### src/rtl/width_downconv_fifo.sv
// rtl/width_downconv_fifo.sv - buffered wide-to-narrow word serialiser with per-word slice count
//
// Purpose: stores IN_W-bit words (each tagged with a valid-slice count) in a
// DEPTH-entry FIFO and serialises them into OUT_W-bit slices on req_data.
// Words stream back to back with no bubble between the last slice of one word
// and the first slice of the next.
//
// Ports:
//   clk, reset        clock, synchronous active-high reset
//   strobe_in         write request (dropped while full)
//   input_data        word to store
//   input_len         valid slices in the word minus 1
//   req_data          sink requests one slice this cycle
//   strobe_out        data_out carries a valid slice
//   data_out          output slice (holds last value when idle)
//   data_end          last slice of a word, qualified by strobe_out
//   ready             FIFO empty and serialiser idle
//   full, almost_full FIFO status (combinational from pointers)
//   level             words in FIFO, excluding the one being serialised
//   overflow_cnt      saturating dropped-write counter (only with WDC_OVF_CNT_EN)
//
// Optional feature macro: WDC_OVF_CNT_EN

module width_downconv_fifo #(
  parameter int IN_W      = 64,
  parameter int OUT_W     = 8,
  parameter int DEPTH     = 8,
  parameter int AFULL_THR = 6,
  parameter int MSB_FIRST = 1,
  parameter int LEN_W     = $clog2(IN_W / OUT_W),
  parameter int LVL_W     = $clog2(DEPTH) + 1
) (
  input  logic             clk,
  input  logic             reset,
  input  logic             strobe_in,
  input  logic [IN_W-1:0]  input_data,
  input  logic [LEN_W-1:0] input_len,
  input  logic             req_data,
  output logic             strobe_out,
  output logic [OUT_W-1:0] data_out,
  output logic             data_end,
  output logic             ready,
  output logic             full,
  output logic             almost_full,
  output logic [LVL_W-1:0] level
`ifdef WDC_OVF_CNT_EN
  ,
  output logic [15:0]      overflow_cnt
`endif
);

  localparam int AW = $clog2(DEPTH);

  typedef enum logic {ST_EMPTY = 1'b0, ST_SHIFT = 1'b1} state_t;

  state_t state, state_nxt;

  logic [LEN_W+IN_W-1:0] mem [DEPTH];
  logic [LVL_W-1:0]      wr_ptr, rd_ptr;
  logic [IN_W-1:0]       hold_data;
  logic [LEN_W-1:0]      hold_len;
  logic [LEN_W-1:0]      idx;

  logic empty, wr_en, load, emit, last;

  // Pointer-derived status; the extra MSB of each pointer is the wrap bit.
  assign empty       = (wr_ptr == rd_ptr);
  assign full        = (wr_ptr[AW-1:0] == rd_ptr[AW-1:0]) && (wr_ptr[AW] != rd_ptr[AW]);
  assign level       = wr_ptr - rd_ptr;
  assign almost_full = (level >= LVL_W'(AFULL_THR));
  assign ready       = empty && (state == ST_EMPTY);

  // full is taken before the edge, so a same-cycle read never frees a slot
  // for this write.
  assign wr_en = strobe_in && !full;
  assign last  = (idx == hold_len);

  function automatic logic [OUT_W-1:0] slice_of(input logic [IN_W-1:0] w,
                                                input logic [LEN_W-1:0] i);
    logic [IN_W-1:0] sh;
    if (MSB_FIRST != 0) begin
      sh = w << (i * OUT_W);
      return sh[IN_W-1 -: OUT_W];
    end else begin
      sh = w >> (i * OUT_W);
      return sh[OUT_W-1:0];
    end
  endfunction

  always_comb begin
    state_nxt = state;
    load      = 1'b0;
    emit      = 1'b0;
    case (state)
      ST_EMPTY: begin
        if (!empty) begin
          load      = 1'b1;
          state_nxt = ST_SHIFT;
        end
      end
      ST_SHIFT: begin
        if (req_data) begin
          emit = 1'b1;
          if (last) begin
            // Chain straight into the next word when one is waiting.
            if (!empty) load = 1'b1;
            else        state_nxt = ST_EMPTY;
          end
        end
      end
      default: state_nxt = ST_EMPTY;
    endcase
  end

  // Storage array carries no reset; entries are only read after being written.
  always_ff @(posedge clk) begin
    if (wr_en) mem[wr_ptr[AW-1:0]] <= {input_len, input_data};
  end

  always_ff @(posedge clk) begin
    if (reset) begin
      state      <= ST_EMPTY;
      wr_ptr     <= '0;
      rd_ptr     <= '0;
      hold_data  <= '0;
      hold_len   <= '0;
      idx        <= '0;
      strobe_out <= 1'b0;
      data_out   <= '0;
      data_end   <= 1'b0;
    end else begin
      state      <= state_nxt;
      strobe_out <= emit;
      data_end   <= emit && last;
      if (emit) data_out <= slice_of(hold_data, idx);
      if (wr_en) wr_ptr <= wr_ptr + 1'b1;
      if (load) begin
        {hold_len, hold_data} <= mem[rd_ptr[AW-1:0]];
        rd_ptr                <= rd_ptr + 1'b1;
        idx                   <= '0;
      end else if (emit) begin
        idx <= idx + 1'b1;
      end
    end
  end

`ifdef WDC_OVF_CNT_EN
  always_ff @(posedge clk) begin
    if (reset) begin
      overflow_cnt <= '0;
    end else if (strobe_in && full && (overflow_cnt != 16'hFFFF)) begin
      overflow_cnt <= overflow_cnt + 16'd1;
    end
  end
`endif

endmodule
### config.mk
export PLATFORM = sky130hd
export DESIGN_NAME = width_downconv_fifo
export DESIGN_NICKNAME = d
export VERILOG_FILES = /design/src/rtl/width_downconv_fifo.sv
export SDC_FILE = /design/constraint.sdc
export NUM_CORES = 1
export LEC_CHECK = 0
export ABC_AREA = 1
export BUFFER_PORTS_ARGS = -buffer_cell sky130_fd_sc_hd__buf_4
export CELL_PAD_IN_SITES_DETAIL_PLACEMENT = 0
export CELL_PAD_IN_SITES_GLOBAL_PLACEMENT = 1
export CORE_MARGIN = 2
export CORE_UTILIZATION = 53
export DETAILED_ROUTE_END_ITERATION = 8
export HOLD_SLACK_MARGIN = 0.15
export PLACE_DENSITY = 0.89
export REMOVE_ABC_BUFFERS = 1
export SKIP_LAST_GASP = 1
export SLEW_MARGIN = 20
export SYNTH_ARGS = -nofsm -noshare
export SYNTH_HDL_FRONTEND = slang
export SYNTH_SLANG_ARGS = --single-unit
### constraint.sdc
create_clock -name clk -period 20.8 [get_ports clk]
set_clock_uncertainty 0.05 [all_clocks]
set_input_delay 1.04 -clock clk [delete_from_list [all_inputs] [get_ports clk]]
set_output_delay 1.04 -clock clk [all_outputs]
set_load 0.05 [all_outputs]
==> impl_metrics.tcl <==
set metrics [dict create \
    pwr-share-comb_pct 27.2 \
    fin_area_um2 28100 \
    synthTopCellsByArea "edfxtp_1 (64%), nor2_1 (8.2%), dfxtp_1 (7.1%)" \
    fin_crit_ns 4.48 \
    wl_um 55300 \
    power_switching_w 0.00117 \
    hold_ws_ns 0.463 \
    postSynth.asyncResetShare_pct 0 \
    portBuffers 87 \
    holdCritPathClass "reg -> reg" \
    min_path_cells 4 \
    ioPinCount 88 \
    synthMuxAreaShare_pct 0 \
    worstMarginPinSlew_ns 0.949 \
    drive_above_1_share_pct 9.50 \
    required_ns 19.71 \
    clock_path_buffers 3 \
    synth_top_family_by_area "simple AND/OR/NAND/NOR gates" \
    antenna_found_initial 2 \
    crit_cells 7 \
    syn_avg_cell_area_um2 10.9 \
    cts_resized 0 \
    seq_area_frac_synth_pct 71.0 \
    final_cell_count_no_fill 3008 \
    fin_crit_sh_pct 21.5 \
    nFillCells 3712 \
    grt_pass1_vias 15800 \
    crit_family "buffers and inverters" \
    dr.first_iter.drc_count 1583 \
    cts_tree "yes" \
    final.setup.tns_ns 0 \
    synth_warnings 0 \
    cap_violations 0 \
    postCtsSetupRepairBufs 0 \
    crit_type "reg -> out" \
    core.rowCount 79 \
    area_delta_synth_final_pct 11.6 \
    synth_most_common_cell "nor2_1" \
    grt_max_degree 138 \
    synth_compound_area_share_pct 9.88 \
    grt_pass1_wl_um 87200 \
    end_kind "output port" \
    track_usage_pct 22.6 \
    syn_inst 2314 \
    synth_edf_count 536 \
    die_h_um 222 \
    clk_pin_slew_ns 0.06 \
    synthAdderAreaFrac_pct 0.378 \
    drv_slew 0 \
    die_x_um 222 \
    dr.pass1.iters 5 \
    synth_commonest_cells "nor2_1 (550), edfxtp_1 (536), nand2_1 (370)" \
    cpPeakStageDelay_ns 0.85 \
    crit_path_top_delay_cell "dfxtp_2" \
    crit_buf_inv 3 \
    clkSinkCount 625 \
    place_area_um2 26200 \
    dp.cells 2895 \
    routabilityCongestion 0.800 \
    ff2ff_path_depth 11 \
    yosys.area.top_type "edfxtp_1" \
    p_int_w 0.00231 \
    crit_chain "inv_2 -> ha_1 -> inv_1 -> o31ai_1 -> xor2_1 -> nand2_1 -> buf_4" \
    status "complete, no violations" \
    hold_buffers 0 \
    p_per_area_nw_per_um2 124 \
    die_area_um2 49300 \
    clock_latency_ns 0.63 \
    numCtsBuffers 60 \
    synth_seq_cells 625 \
    finalHoldViolCount 0 \
    wl_per_cell_um 18.4 \
    finalSetupViolCount 0 \
    path_max_fanout 34 \
    utilization_pct 60.1 \
    cts_root_buf "clkbuf_16" \
    arrival_ns 3.39 \
    num_antenna_cells 0 \
    rsz0062_at_grt "no" \
    viasPerCell 5.43 \
    ir_drop_mv 0.0786 \
    num_vias 16300 \
    p_sw_share_pct 33.7 \
    synth-simple-area-share_pct 14.4 \
    start_util_pct 53.9 \
    p_seq_share_pct 42.6 \
    h-tree-depth 2 \
    p_clk_share_pct 30.1 \
    slew_headroom_pct 36.7 \
    crit_path_start_kind "register" \
    max_clock_freq_mhz 223 \
    synth_cell_type_count 30 \
    final_nets 2428 \
    synth_xor_xnor_area_share_pct 0.273 \
    ant_nets 0 \
    synth_top_area_share_pct 63.9 \
    syn_area_um2 25200 \
    leakagePower_nw 10.3 \
    grt_overflow_total 0 \
    synth_ff_type "edfxtp_1" \
    core-area_um2 46800 \
    dpl.hpwl_um 30000 \
    drc 0 \
]
power groups by stage:
stage	combinational, W	sequential, W	clock (W)
6_report	0.000947	0.00148	0.00105
5_1_grt	0.00108	0.00149	0.00112
2_1_floorplan	0.000666	0.00155	0
3_5_place_dp	0.000947	0.00151	0
4_1_cts	0.000954	0.00148	0.00106
3_3_place_gp	0.000929	0.00151	0
per-layer routing:
layer	wire length, µm	up-vias	GRT usage (%)
li1	-	7950	-
met1	23500	7768	31.4
met2	26700	519	36.8
met3	3750	91	3.67
met4	1290	4	7.41
met5	28	-	0
registers in the layout, summed over array words and instances (netlist names):
register    count
idx             3
hold_len        3
data_end        1
state           1
strobe_out      1
rd_ptr          4
mem           536
wr_ptr          4
hold_data      64
data_out        8
worst paths after layout:
check | startpoint | to | slack, ns
worst min-delay path | hold_data[5] | hold_data[5] | 0.46
worst max-delay path | rd_ptr[2] | almost_full | 16.32
worst min register to register | hold_data[5] | hold_data[5] | 0.46
worst max register to register | rd_ptr[2] | mem[1][65] | 16.35
worst reg2reg max path, delay by kind of cell (launching register included):
kind | cells | cell delay [ns]
fa+ha+maj | 1 | 0.51
buf+inv | 5 | 2.01
flops | 1 | 0.85
simple gates | 5 | 0.64
through the flow:
step           worst slack [ns]  total power [W]
6_report                  16.32          0.00348
2_1_floorplan              9.39          0.00222
5_1_grt                   16.10          0.00369
3_3_place_gp              16.48          0.00244
4_1_cts                   16.32          0.00350
3_5_place_dp              16.40          0.00246
final cells by class:
class / instances / area (µm²) / area share, %
flip-flops and latches: 625 / 17900 / 63.7
multi-input cells: 1462 / 6350 / 22.6
inverters: 87 / 342 / 1.22
well taps: 607 / 759 / 2.70
clock buffers: 73 / 1580 / 5.63
repair buffers: 114 / 860 / 3.06
clock inverters: 40 / 319 / 1.14
kinds of logic (layout without fill, tap and decap cells):
family	Yosys count	after routing
AO/OA/AOI/OAI	496	496
adder cells (fa/ha/maj)	7	7
XOR/XNOR	7	7
flip-flops	625	625
AND/OR/NAND/NOR	952	952
buffers and inverters	227	314
placed cells by master (no fill, tap or decap), types with 2 or more instances in the layout:
| cell type | count |
|---|---|
| a21oi_1 | 50 |
| buf_4 | 113 |
| bufinv_16 | 4 |
| clkbuf_1 | 11 |
| clkbuf_16 | 61 |
| clkinv_1 | 11 |
| clkinv_2 | 18 |
| clkinvlp_4 | 2 |
| dfxtp_1 | 87 |
| edfxtp_1 | 536 |
| ha_1 | 6 |
| inv_1 | 80 |
| inv_2 | 2 |
| inv_4 | 2 |
| inv_6 | 6 |
| nand2_1 | 370 |
| nand3_1 | 23 |
| nor2_1 | 543 |
| nor2_4 | 7 |
| nor3_1 | 3 |
| o21ai_0 | 353 |
| o21ai_1 | 91 |
| xnor2_1 | 3 |
| xor2_1 | 3 |
Note: power is estimated with default switching activity, not from simulation.
